<file path="src/rtl/vtc_sprite_renderer_pkg.sv">
// Shared constants for the sprite renderer: active-area defaults matching the timing
// controller, sprite geometry, direction state encoding and the colour palette.
package vtc_sprite_renderer_pkg;

  localparam int unsigned VTC_H_ACTIVE = 640;
  localparam int unsigned VTC_V_ACTIVE = 480;
  localparam int unsigned BOX_SIZE     = 32;
  localparam int unsigned STEP         = 2;
  localparam int unsigned GRID_SHIFT   = 6;
  localparam int unsigned POS_W        = 11;
  localparam int unsigned CNT_W        = 3;
  localparam int unsigned CNT_IN_W     = 32;
  localparam int unsigned DIR_W        = 2;
  localparam int unsigned COL_W        = 4;

  localparam logic [DIR_W-1:0] DIR_DR = 2'b00;
  localparam logic [DIR_W-1:0] DIR_DL = 2'b01;
  localparam logic [DIR_W-1:0] DIR_UR = 2'b10;
  localparam logic [DIR_W-1:0] DIR_UL = 2'b11;

  typedef struct packed {
    logic [COL_W-1:0] r;
    logic [COL_W-1:0] g;
    logic [COL_W-1:0] b;
  } rgb_t;

  localparam rgb_t RGB_BLACK = rgb_t'(12'h000);
  localparam rgb_t RGB_GRID  = rgb_t'(12'h444);

  function automatic rgb_t palette(input logic [CNT_W-1:0] idx);
    case (idx)
      3'd0:    return rgb_t'(12'hF00);
      3'd1:    return rgb_t'(12'h0F0);
      3'd2:    return rgb_t'(12'h00F);
      3'd3:    return rgb_t'(12'hFF0);
      3'd4:    return rgb_t'(12'h0FF);
      3'd5:    return rgb_t'(12'hF0F);
      3'd6:    return rgb_t'(12'hFFF);
      default: return rgb_t'(12'hF80);
    endcase
  endfunction

  function automatic logic [DIR_W-1:0] dir_encode(input logic left, input logic up);
    case ({up, left})
      2'b00:   return DIR_DR;
      2'b01:   return DIR_DL;
      2'b10:   return DIR_UR;
      default: return DIR_UL;
    endcase
  endfunction

  function automatic logic dir_is_left(input logic [DIR_W-1:0] dir);
    return (dir == DIR_DL) || (dir == DIR_UL);
  endfunction

  function automatic logic dir_is_up(input logic [DIR_W-1:0] dir);
    return (dir == DIR_UR) || (dir == DIR_UL);
  endfunction

  // One axis move: returns {flip, new_pos}. Reaching the far limit counts as a hit,
  // so the sprite reverses on the same tick it touches the right/bottom edge.
  function automatic logic [POS_W:0] axis_step(input logic [POS_W-1:0] pos,
                                               input logic             neg,
                                               input logic [POS_W-1:0] limit);
    logic [POS_W-1:0] cand;
    cand = pos + POS_W'(STEP);
    if (neg) begin
      if (pos < POS_W'(STEP)) return {1'b1, POS_W'(0)};
      return {1'b0, pos - POS_W'(STEP)};
    end
    if (cand >= limit) return {1'b1, limit};
    return {1'b0, cand};
  endfunction

endpackage

</file>
<file path="src/rtl/vtc_sprite_renderer_motion.sv">
// Sprite motion: vSync falling-edge frame tick, direction FSM, x/y position and
// bounce counter. State only changes on an unpaused tick.
module vtc_sprite_motion
  import vtc_sprite_renderer_pkg::*;
#(
  parameter int unsigned H_ACTIVE = VTC_H_ACTIVE,
  parameter int unsigned V_ACTIVE = VTC_V_ACTIVE
) (
  input  logic             i_clk,
  input  logic             i_rst_n,
  input  logic             i_vsync,
  input  logic             i_pause,
  output logic [POS_W-1:0] o_x,
  output logic [POS_W-1:0] o_y,
  output logic [CNT_W-1:0] o_bounce_cnt
);

  localparam logic [POS_W-1:0] X_LIMIT = POS_W'(H_ACTIVE - BOX_SIZE);
  localparam logic [POS_W-1:0] Y_LIMIT = POS_W'(V_ACTIVE - BOX_SIZE);

  logic             r_vsync_q;
  logic [POS_W-1:0] r_x;
  logic [POS_W-1:0] r_y;
  logic [DIR_W-1:0] r_state;
  logic [CNT_W-1:0] r_bounce_cnt;

  logic             w_tick;
  logic             w_move;
  logic             w_left;
  logic             w_up;
  logic [POS_W:0]   w_step_x;
  logic [POS_W:0]   w_step_y;
  logic [POS_W-1:0] w_next_x;
  logic [POS_W-1:0] w_next_y;
  logic [DIR_W-1:0] w_next_state;
  logic [CNT_W-1:0] w_next_cnt;

  // Next-state logic: both axes evaluated together so a corner flips both at once.
  always_comb begin
    w_tick       = r_vsync_q & ~i_vsync;
    w_move       = w_tick & ~i_pause;
    w_left       = dir_is_left(r_state);
    w_up         = dir_is_up(r_state);
    w_step_x     = axis_step(r_x, w_left, X_LIMIT);
    w_step_y     = axis_step(r_y, w_up, Y_LIMIT);
    w_next_x     = r_x;
    w_next_y     = r_y;
    w_next_state = r_state;
    w_next_cnt   = r_bounce_cnt;
    if (w_move) begin
      w_next_x     = w_step_x[POS_W-1:0];
      w_next_y     = w_step_y[POS_W-1:0];
      w_next_state = dir_encode(w_left ^ w_step_x[POS_W], w_up ^ w_step_y[POS_W]);
      if (w_step_x[POS_W] | w_step_y[POS_W]) begin
        w_next_cnt = r_bounce_cnt + CNT_W'(1);
      end
    end
  end

  always_ff @(posedge i_clk or negedge i_rst_n) begin
    if (!i_rst_n) begin
      r_vsync_q    <= 1'b1;
      r_x          <= '0;
      r_y          <= '0;
      r_state      <= DIR_DR;
      r_bounce_cnt <= '0;
    end else begin
      r_vsync_q    <= i_vsync;
      r_x          <= w_next_x;
      r_y          <= w_next_y;
      r_state      <= w_next_state;
      r_bounce_cnt <= w_next_cnt;
    end
  end

  assign o_x          = r_x;
  assign o_y          = r_y;
  assign o_bounce_cnt = r_bounce_cnt;

endmodule

</file>
<file path="src/rtl/vtc_sprite_renderer.sv">
// Pixel-colour stage after the video timing controller: grid background plus a
// bouncing sprite, with sync/active strobes re-timed to line up with the RGB outputs.
module vtc_sprite_renderer
  import vtc_sprite_renderer_pkg::*;
#(
  parameter int unsigned H_ACTIVE = VTC_H_ACTIVE,
  parameter int unsigned V_ACTIVE = VTC_V_ACTIVE
) (
  input  logic                clock_in,
  input  logic                reset,
  input  logic [CNT_IN_W-1:0] hPixel_in,
  input  logic [CNT_IN_W-1:0] line_in,
  input  logic                hSync_in,
  input  logic                vSync_in,
  input  logic                video_active_in,
  input  logic                pause,
  output logic [COL_W-1:0]    red,
  output logic [COL_W-1:0]    green,
  output logic [COL_W-1:0]    blue,
  output logic                hSync_out,
  output logic                vSync_out,
  output logic                video_active_out
);

  logic [POS_W-1:0]    w_x;
  logic [POS_W-1:0]    w_y;
  logic [CNT_W-1:0]    w_bounce_cnt;
  logic [CNT_IN_W-1:0] w_x_ext;
  logic [CNT_IN_W-1:0] w_y_ext;
  logic                w_in_box;
  logic                w_on_grid;
  rgb_t                w_rgb;

  logic                r_in_box;
  logic                r_on_grid;
  rgb_t                r_rgb;
  logic                r_hsync;
  logic                r_vsync;
  logic                r_active;

  vtc_sprite_motion #(
    .H_ACTIVE (H_ACTIVE),
    .V_ACTIVE (V_ACTIVE)
  ) u_motion (
    .i_clk        (clock_in),
    .i_rst_n      (reset),
    .i_vsync      (vSync_in),
    .i_pause      (pause),
    .o_x          (w_x),
    .o_y          (w_y),
    .o_bounce_cnt (w_bounce_cnt)
  );

  // Stage 1 hit tests on the raw 32-bit counters against the zero-extended sprite origin.
  assign w_x_ext   = CNT_IN_W'(w_x);
  assign w_y_ext   = CNT_IN_W'(w_y);
  assign w_in_box  = (hPixel_in >= w_x_ext) && (hPixel_in < w_x_ext + CNT_IN_W'(BOX_SIZE)) &&
                     (line_in >= w_y_ext) && (line_in < w_y_ext + CNT_IN_W'(BOX_SIZE));
  assign w_on_grid = (hPixel_in[GRID_SHIFT-1:0] == '0) || (line_in[GRID_SHIFT-1:0] == '0);

  // Stage 2 colour select; video_active_in is already aligned with the stage-1 result.
  always_comb begin
    w_rgb = RGB_BLACK;
    if (video_active_in) begin
      if (r_in_box) begin
        w_rgb = palette(w_bounce_cnt);
      end else if (r_on_grid) begin
        w_rgb = RGB_GRID;
      end
    end
  end

  always_ff @(posedge clock_in or negedge reset) begin
    if (!reset) begin
      r_in_box  <= 1'b0;
      r_on_grid <= 1'b0;
      r_rgb     <= RGB_BLACK;
      r_hsync   <= 1'b1;
      r_vsync   <= 1'b1;
      r_active  <= 1'b0;
    end else begin
      r_in_box  <= w_in_box;
      r_on_grid <= w_on_grid;
      r_rgb     <= w_rgb;
      r_hsync   <= hSync_in;
      r_vsync   <= vSync_in;
      r_active  <= video_active_in;
    end
  end

  assign red              = r_rgb.r;
  assign green            = r_rgb.g;
  assign blue             = r_rgb.b;
  assign hSync_out        = r_hsync;
  assign vSync_out        = r_vsync;
  assign video_active_out = r_active;

endmodule

</file>
<file path="config.mk">
export PLATFORM = sky130hd
export DESIGN_NAME = vtc_sprite_renderer
export DESIGN_NICKNAME = d
export VERILOG_FILES = /design/src/rtl/vtc_sprite_renderer_pkg.sv /design/src/rtl/vtc_sprite_renderer_motion.sv /design/src/rtl/vtc_sprite_renderer.sv
export SDC_FILE = /design/constraint.sdc
export NUM_CORES = 1
export LEC_CHECK = 0
export ABC_AREA = 0
export CELL_PAD_IN_SITES_DETAIL_PLACEMENT = 2
export CELL_PAD_IN_SITES_GLOBAL_PLACEMENT = 2
export CORE_MARGIN = 3
export CORE_UTILIZATION = 26
export CTS_CLUSTER_SIZE = 10
export DETAILED_ROUTE_END_ITERATION = 12
export PLACE_DENSITY_LB_ADDON = 0.05
export SLEW_MARGIN = 20
export SYNTH_ARGS = -nofsm -noshare
export SYNTH_HDL_FRONTEND = slang
export SYNTH_SLANG_ARGS = --single-unit
</file>
<file path="constraint.sdc">
create_clock -name clock_in -period 2.6 [get_ports clock_in]
set_clock_uncertainty 0.05 [all_clocks]
set_input_delay 0.39 -clock clock_in [delete_from_list [all_inputs] [get_ports clock_in]]
set_output_delay 0.39 -clock clock_in [all_outputs]
set_load 0.02 [all_outputs]
</file>
Yosys cells after proc, flatten, opt, wreduce, memory -nomap -nowiden
Index checks and enable logic that the tools add are counted.

Add/subtract/negate cells: 7. $lt $le $gt $ge: 8. Equality and inequality tests: 11. Mux-type cells: 27. Bitwise gates (word level): 7. Reduce and logical (&&, ||, !) cells: 11.

Operators by type and width (count): 2-to-1 mux 12 bit (14); one-hot mux 12 bit (7 select lines) (1); >= comparator 32 x 11 -> 1 bit (2); < comparator 32 x 12 -> 1 bit (2); adder 11 x 6 -> 12 bit (second input constant) (2); adder 11 x 2 -> 11 bit (second input constant) (2); < comparator 11 x 2 -> 1 bit (second input constant) (2); subtractor 11 x 2 -> 11 bit (second input constant) (2); zero test 6 bit (2); >= comparator 11 x 10 -> 1 bit (second input constant) (1); >= comparator 11 x 9 -> 1 bit (second input constant) (1); 2-to-1 mux 11 bit (1); 2-to-1 mux 1 bit (10); == test 3 bit (second input constant) (3); == test 2 bit (second input constant) (3); == test 3 x 2 -> 1 bit (second input constant) (2); one-hot mux 2 bit (3 select lines) (1); == test 2 x 1 -> 1 bit (second input constant) (2); adder 3 x 1 -> 3 bit (second input constant) (1); == test 3 x 1 -> 1 bit (second input constant) (1); logical AND 1 bit (3); zero test 3 bit (1); logical OR 1 bit (3); bitwise AND 1 bit (2); other kinds (5) (7).

Flip-flop bits (word level): 44. Bits of input ports: 70. Output and inout port bits: 15. Word-level logic and storage cells: 83.

Longest topological paths before layout
Gate-level depths: netlist of run 1.

Depth after elaboration: 11. Gate-level depth with buffers: 12. Mapped depth without buffers: 10.

Cells and area by module
A second synthesis of run 1 with hierarchy kept.

Cells, all modules: 448. Area, all modules: 3691.0 sq um.

Modules (own cells, without submodules): vtc_sprite_motion (instances 1, cells an instance 250, area each 2026.9 sq um); vtc_sprite_renderer (instances 1, cells an instance 198, area each 1664.1 sq um).

Worst setup path before layout of run 1
No wires, ideal clock.

Path kind: register to register. Start: reg u_motion.r_x[1], in the netlist u_motion.o_x[1]. End: reg u_motion.r_bounce_cnt[1], in the netlist u_motion.o_bounce_cnt[1]. Setup time: 0.125 ns. Arrival: 2.382 ns. Path slack: 0.043 ns. Cell stages (with the launch flop): 10. Path buffers: 1. Cell sequence: dfrtp_1 -> ha_1 -> or3_1 -> a2111o_1 -> a32oi_1 -> or4_1 -> buf_6 -> nor2_4 -> o31ai_4 -> mux2_4.

Longest elaborated chain between the ends: 10. Elaborated cells between the ends (all ways): 14. Those cells by class: add/sub (1); order compare (2); mux (9); bitwise (1); reduce/logical (1).

RTL lines: start: declaration (line vtc_sprite_renderer_motion.sv:22) `logic [POS_W-1:0] r_x;`; start signal: assignment (line vtc_sprite_renderer_motion.sv:69) `r_x <= w_next_x;`; parallel branches: the longest is 7 deep, another holds adder 11 x 2 -> 11 bit; 2-to-1 mux 12 bit (*) (line vtc_sprite_renderer_pkg.sv:71) `if (cand >= limit) return {1'b1, limit};`; bitwise OR 1 bit (*) (line vtc_sprite_renderer_motion.sv:54) `if (w_step_x[POS_W] | w_step_y[POS_W]) begin`; AND reduction 2 bit (no line) (*); end signal: assignment (line vtc_sprite_renderer_motion.sv:72) `r_bounce_cnt <= w_next_cnt;`; end: declaration (line vtc_sprite_renderer_motion.sv:25) `logic [CNT_W-1:0] r_bounce_cnt;`.

Every way passes the cells marked *. The select of a mux whose other input is x is not followed. A chain may end at the register's enable or synchronous reset.

Final worst setup path of run 1
Ends and elaborated chain as after synthesis.

==> impl_metrics.ini, run 1 <==
[floorplanning]
die_y_um = 120
ios = 85
core_area_mm2 = 0.0127
rows = 41
die_w_um = 120
dieArea_mm2 = 0.0145
initial_core_util_pct = 26.8

[power]
clock_power_share_pct = 18.5
power_mw = 3.83
switching_share_pct = 43.4
p_seq_share_pct = 25.8
p_per_area_mw_per_mm2 = 790
total_leakage_power_nw = 1.97
peakVddDrop_mv = 0.330
p_comb_share_pct = 55.6
p_sw_mw = 1.66
p_int_mw = 2.17

[critical_path]
criticalPathCategory = register to register
critPathArrivalTime_ps = 2610
max_stage_delay_ps = 410
ff2ff_setup_slack_ps = 120
crit_slowest_cell = a2111o_1
regToRegStartpoint = u_motion.o_x[1]$_DFFE_PN0P_
r2r-end = u_motion.o_bounce_cnt[1]$_DFFE_PN0P_
cp-start-kind = register
critPathCaptureType = register
required_ps = 2730
crit_path_max_fanout = 5
ff2ff_path_depth = 8
path_cells = ha_2 -> or3_1 -> a2111o_1 -> a32oi_1 -> or4_4 -> nor2_4 -> o31ai_4 -> mux2_4
cp-startpoint = u_motion.o_x[1]$_DFFE_PN0P_

[routing]
drt_first_pass_iters = 4
avgViaCountPerCell = 5.13
wirelength_um = 12600
drt_iter0_markers = 187
ant_nets = 0
drcViolationCount = 0
wl_per_cell_um = 18.4
vias = 3514

[placed_design]
dp_hpwl_um = 10400
dp.cells = 674
port_buffers = 84
finalWeightedCongestion = 0.787

[timing]
relSlewSlack_pct = 59.7
finalCritPeriodShare_pct = 95.4
slew_viol_final = 0
rsz0062_at_grt = true
max_freq_mhz = 403
tns_ps = 0
hold_viol_final = 0
setup_viol = 0
worst_pin_slew_ps = 599
finalCriticalPeriod_ps = 2480

[synthesis]
yosysSeqAreaShare_pct = 27.3
yosysTopAreaCell = dfrtp_1
yosysTopAreaCellShare_pct = 25.7
synth_nets = 519
yosysUniqueCellTypes = 62
postSynthRegisterBits = 37
synth_edf_count = 0
synth.cell_area_mm2 = 0.00341
ys_warn_count = 0
synthArstFlopShare_pct = 100
synth_ff_type = dfrtp_1
syn_inst = 402
avgSynthCellArea_um2 = 8.47
synth.area.top_cells = dfrtp_1 (26%), ha_1 (17%), a21oi_1 (4.8%)

[finish]
antenna_cells = 0
layout_commonest_cell = clkdlybuf4s50_1
multiInputGateArea_mm2 = 0.00231
n_fill_cell = 1489
syn2layout_area_growth_pct = 42.4
final_cells = 685
drive_gt1_share_pct = 13.5
regArea_um2 = 930
mostFrequentLayoutCells = clkdlybuf4s50_1 (83), ha_1 (45), buf_4 (40)
nets = 629

[clock_tree]
cts_buffers = 5
clock_sinks = 37
cts-hold-fix-buffers = 0
clock_latency_ps = 290
cts_root_buf = clkbuf_16
htree_levels = 2
cts_tree = built
cts.clk_slew.worst_paths_ps = 70
clock_path_buffers = 2

[grt]
grt_pass1_vias = 3827
grtUsageTotal_pct = 17.6
antenna_found_initial = 0
overflow = 0
grt_pass1_wl_um = 20500
grt_start_max_net_pins = 38

[status]
status = completed

[hold_path]
worstHoldPathType = input port to async pin

[job]
maxCapViolCount = 0
[metal layers]
layer	wire, um	part of all wire (%)	GRT usage (%)
met1	5850	47	23.0
met2	6270	50	31.3
met3	307	2.4	1.87
met4	140	1.1	3.90
met5	0	0	0
[area by class of cell]
type / count / area share (%)
Clock inverter: 2 / 0.722
Tap cell: 172 / 4.44
Timing Repair Buffer: 124 / 23.4
Multi-Input combinational cell: 318 / 47.6
Inverter: 26 / 2.01
Sequential cell: 37 / 19.2
Clock buffer: 6 / 2.66
[metrics by stage]
stage	setup WS (ps)	util, %	hold slack, ps	cell area (um^2)
final	120	38.1	106	4850
after global routing	-46.9	38.1	162	4850
after CTS	9.58	37.7	130	4790
after detailed placement	-156	36.3	445	4620
after global placement	-109	36.3	433	4620
after floorplan	43.0	-	44.4	3410
[sequential cells by signal (all words and copies together), names as in the netlist]
signal,flops
blue,2
u_motion.o_y,10
u_motion.o_x,10
video_active_out,1
hSync_out,1
red,2
u_motion.r_state,2
u_motion.o_bounce_cnt,3
green,3
u_motion.r_vsync_q,1
r_on_grid,1
r_in_box,1
[synth_stat cells (2+ instances only)]
master,count
o22ai_1,7
nand2b_1,3
nor4_1,11
o211ai_1,3
buf_4,5
a221oi_1,5
or4_1,5
and3_1,3
o31ai_1,4
dfstp_2,2
inv_1,26
o21a_1,2
o21ai_0,25
a21o_1,3
o32ai_1,2
nor2b_1,6
a22oi_1,2
nand3_1,20
a31oi_1,4
a211oi_1,5
ha_1,47
a22o_1,2
mux2i_1,4
or3_1,9
buf_6,2
and4_1,3
nor2_1,23
nor3_1,13
and2_1,3
nand2_1,23
a21oi_1,33
nand4_1,8
xnor2_1,14
dfrtp_1,35
clkbuf_1,13
[critical path, delay by kind of cell (launching register included)]
kind | cells | cell delay [ps]
fa+ha+maj | 1 | 230
compound gates | 3 | 840
simple gates | 3 | 540
mux | 1 | 320
flops | 1 | 390
[power by group through the flow]
stage / clock network (mW) / registers (mW) / logic [mW]
finish: 0.710 / 0.990 / 2.13
global route: 0.754 / 1.03 / 2.42
CTS: 0.737 / 0.987 / 2.12
detailed placement: 0 / 0.993 / 2.09
global placement: 0 / 0.982 / 2.00
floorplan: 0 / 0.894 / 1.30
[repair_timing]
item | in CTS | in global routing
resized for setup | 3 | 8
endpoints found under the setup margin | 6 | 8
buffers inserted | 0 | 3
[kinds of logic after synthesis]
logic type                 share of synthesized area (%)
and+or+nand+nor                                     21.7
AOI/OAI and AO/OA                                   22.3
buffers and inverters                               6.21
adders and majority gates                           17.3
DFF                                                 27.3
xor gates and xnor gates                            3.60
muxes                                               1.62
[worst max-delay path by stage]
stage | end | slack (ps) | cells past startpoint
2_1_floorplan | u_motion.o_bounce_cnt[1]$_DFFE_PN0P_ | 40 | 9
3_3_place_gp | r_in_box$_DFF_PN0_ | -110 | 7
3_5_place_dp | r_in_box$_DFF_PN0_ | -160 | 7
4_1_cts | r_in_box$_DFF_PN0_ | 10 | 10
5_1_grt | u_motion.o_x[4]$_DFFE_PN0P_ | -50 | 8
6_report | u_motion.o_bounce_cnt[1]$_DFFE_PN0P_ | 120 | 8
Note: power is estimated with default switching activity, not from simulation.
==> run 2, diff against run 1 <==
--- a/config.mk
+++ b/config.mk
@@ -9,7 +9,7 @@
 export CELL_PAD_IN_SITES_DETAIL_PLACEMENT = 2
 export CELL_PAD_IN_SITES_GLOBAL_PLACEMENT = 2
 export CORE_MARGIN = 3
-export CORE_UTILIZATION = 26
+export CORE_UTILIZATION = 32
 export CTS_CLUSTER_SIZE = 10
 export DETAILED_ROUTE_END_ITERATION = 12
 export PLACE_DENSITY_LB_ADDON = 0.05
==> constraint.sdc (replaced) <==
create_clock -name clock_in -period 3.1 [get_ports clock_in]
set_clock_uncertainty 0.05 [all_clocks]
set_input_delay 0.465 -clock clock_in [delete_from_list [all_inputs] [get_ports clock_in]]
set_output_delay 0.465 -clock clock_in [all_outputs]
set_load 0.02 [all_outputs]
==> run 2 against run 1 <==
Sequential share of layout area increased by 1.7 points. Sequential power decreased by 12%. Hold slack improved by 110 ps. Final cell count decreased by 9.9%. Total power decreased by 30%. Clock power decreased by 53%. Critical path depth increased by 2. Design area decreased by 8.4%. Largest cell class unchanged.
==> impl_metrics.ini, run 2 (synthesized netlist as in run 1, its figures left out) <==
[timing]
rsz0062_at_grt = false
setup_ws_ps = 216
hold_viol_final = 0
setup_viol = 0
slew_viol_final = 0
relSlewSlack_pct = 42.6
tns_ps = 0
worst_pin_slew_ps = 862
finalCritPeriodShare_pct = 93.0
finalCriticalPeriod_ps = 2880
whs_ps = 220
max_freq_mhz = 347

[clock_tree]
clock_sinks = 37
clock_path_buffers = 2
htree_levels = 2
postCtsSetupBuffers = 0
cts-hold-fix-buffers = 0
cts_buffers = 5
cts_resized = 0
cts_tree = built
cts.clk_slew.worst_paths_ps = 80
cts_root_buf = clkbuf_8
clock_latency_ps = 290

[finish]
antenna_cells = 0
drive_gt1_share_pct = 5.82
layout_commonest_cell = clkdlybuf4s50_1
nets = 597
multiInputGateArea_mm2 = 0.00227
syn2layout_area_growth_pct = 30.5
n_fill_cell = 1159
regArea_um2 = 928
mostFrequentLayoutCells = clkdlybuf4s50_1 (83), ha_1 (47), dfrtp_1 (35)

[grt]
grt_start_max_net_pins = 38
grtUsageTotal_pct = 20.3
overflow = 0
grt_pass1_vias = 3684
antenna_found_initial = 0
grt_pass1_wl_um = 19100

[critical_path]
cpLargestDelayFamily = simple AND/OR/NAND/NOR gates
required_ps = 3270
crit_path_max_fanout = 9
cp-start-kind = register
crit_buf_inv = 0
path_cells = ha_1 -> and3_1 -> nand3_1 -> ha_1 -> nor4_1 -> nand4_1 -> nor4_1 -> nand4_1 -> a41oi_1 -> and4_1
crit_slowest_cell = dfrtp_1
critPathArrivalTime_ps = 3060
max_stage_delay_ps = 510
criticalPathCategory = register to register
critPathCaptureType = register

[floorplanning]
die_w_um = 109
rows = 37
core_area_mm2 = 0.0103
dieArea_mm2 = 0.0119
initial_core_util_pct = 33.0
die_y_um = 109
ios = 85

[routing]
dr.max_layer_used = met4
vias = 3405
wl_per_cell_um = 18.7
drcViolationCount = 0
met1Wirelength_um = 4970
drt_first_pass_iters = 4
dr_wl_met3_um = 278
ant_nets = 0
wirelength_um = 11500
met2RoutedLength_um = 6120
avgViaCountPerCell = 5.52
drt_iter0_markers = 106

[job]
maxCapViolCount = 0

[placed_design]
pre_cts_ws_ps = 189
finalWeightedCongestion = 0.782
dp_hpwl_um = 9470
port_buffers = 84

[status]
status = completed

[hold_path]
worstHoldPathType = input port to async pin

[power]
p_per_area_mw_per_mm2 = 600
peakVddDrop_mv = 0.254
total_leakage_power_nw = 1.79
## run 2: layer usage
metal,up-vias,track usage [%]
li1,1661,-
met1,1682,25.0
met2,51,37.5
met3,11,2.43
met4,0,4.42
met5,-,0
## run 2: final cells by class
class,instances,share of cell area (%)
clock buffers,5,1.55
well taps,136,3.83
flip-flops and latches,37,20.9
repair buffers,92,20.2
multi-input cells,318,51.0
inverters,26,2.20
clock inverters,3,0.394
## run 2: path summary, 6_finish.rpt
| check | startpoint | to | slack, ps | depth (start not counted) |
|---|---|---|---|---|
| setup / recovery | u_motion.o_y[5]$_DFFE_PN0P_ | r_in_box$_DFF_PN0_ | 220 | 10 |
| min in group clock_in | r_on_grid$_DFF_PN0_ | green[2]$_DFF_PN0_ | 510 | 2 |
| hold reg to reg | r_on_grid$_DFF_PN0_ | green[2]$_DFF_PN0_ | 510 | 2 |
| hold / removal | reset | u_motion.o_y[10]$_DFFE_PN0P_ | 220 | 1 |
| max in group asynchronous | reset | u_motion.o_x[10]$_DFFE_PN0P_ | 2220 | 1 |
| setup reg to reg | u_motion.o_y[5]$_DFFE_PN0P_ | r_in_box$_DFF_PN0_ | 220 | 10 |
## run 2: power by group
part / switching [mW] / leakage [nW] / internal [mW]
clock network: 0.181 / 0.0439 / 0.155
registers: 0.263 / 0.444 / 0.607
logic: 0.838 / 1.30 / 0.621
## run 2: stage by stage
stage	util, %	cell area [um^2]	power [mW]	instances
after global routing	43.0	4440	2.95	617
after detailed placement	42.2	4360	2.34	609
after CTS	43.0	4440	2.70	617
after global placement	42.2	4360	2.26	609
final	43.0	4440	2.67	617
after floorplan	-	3410	1.84	402
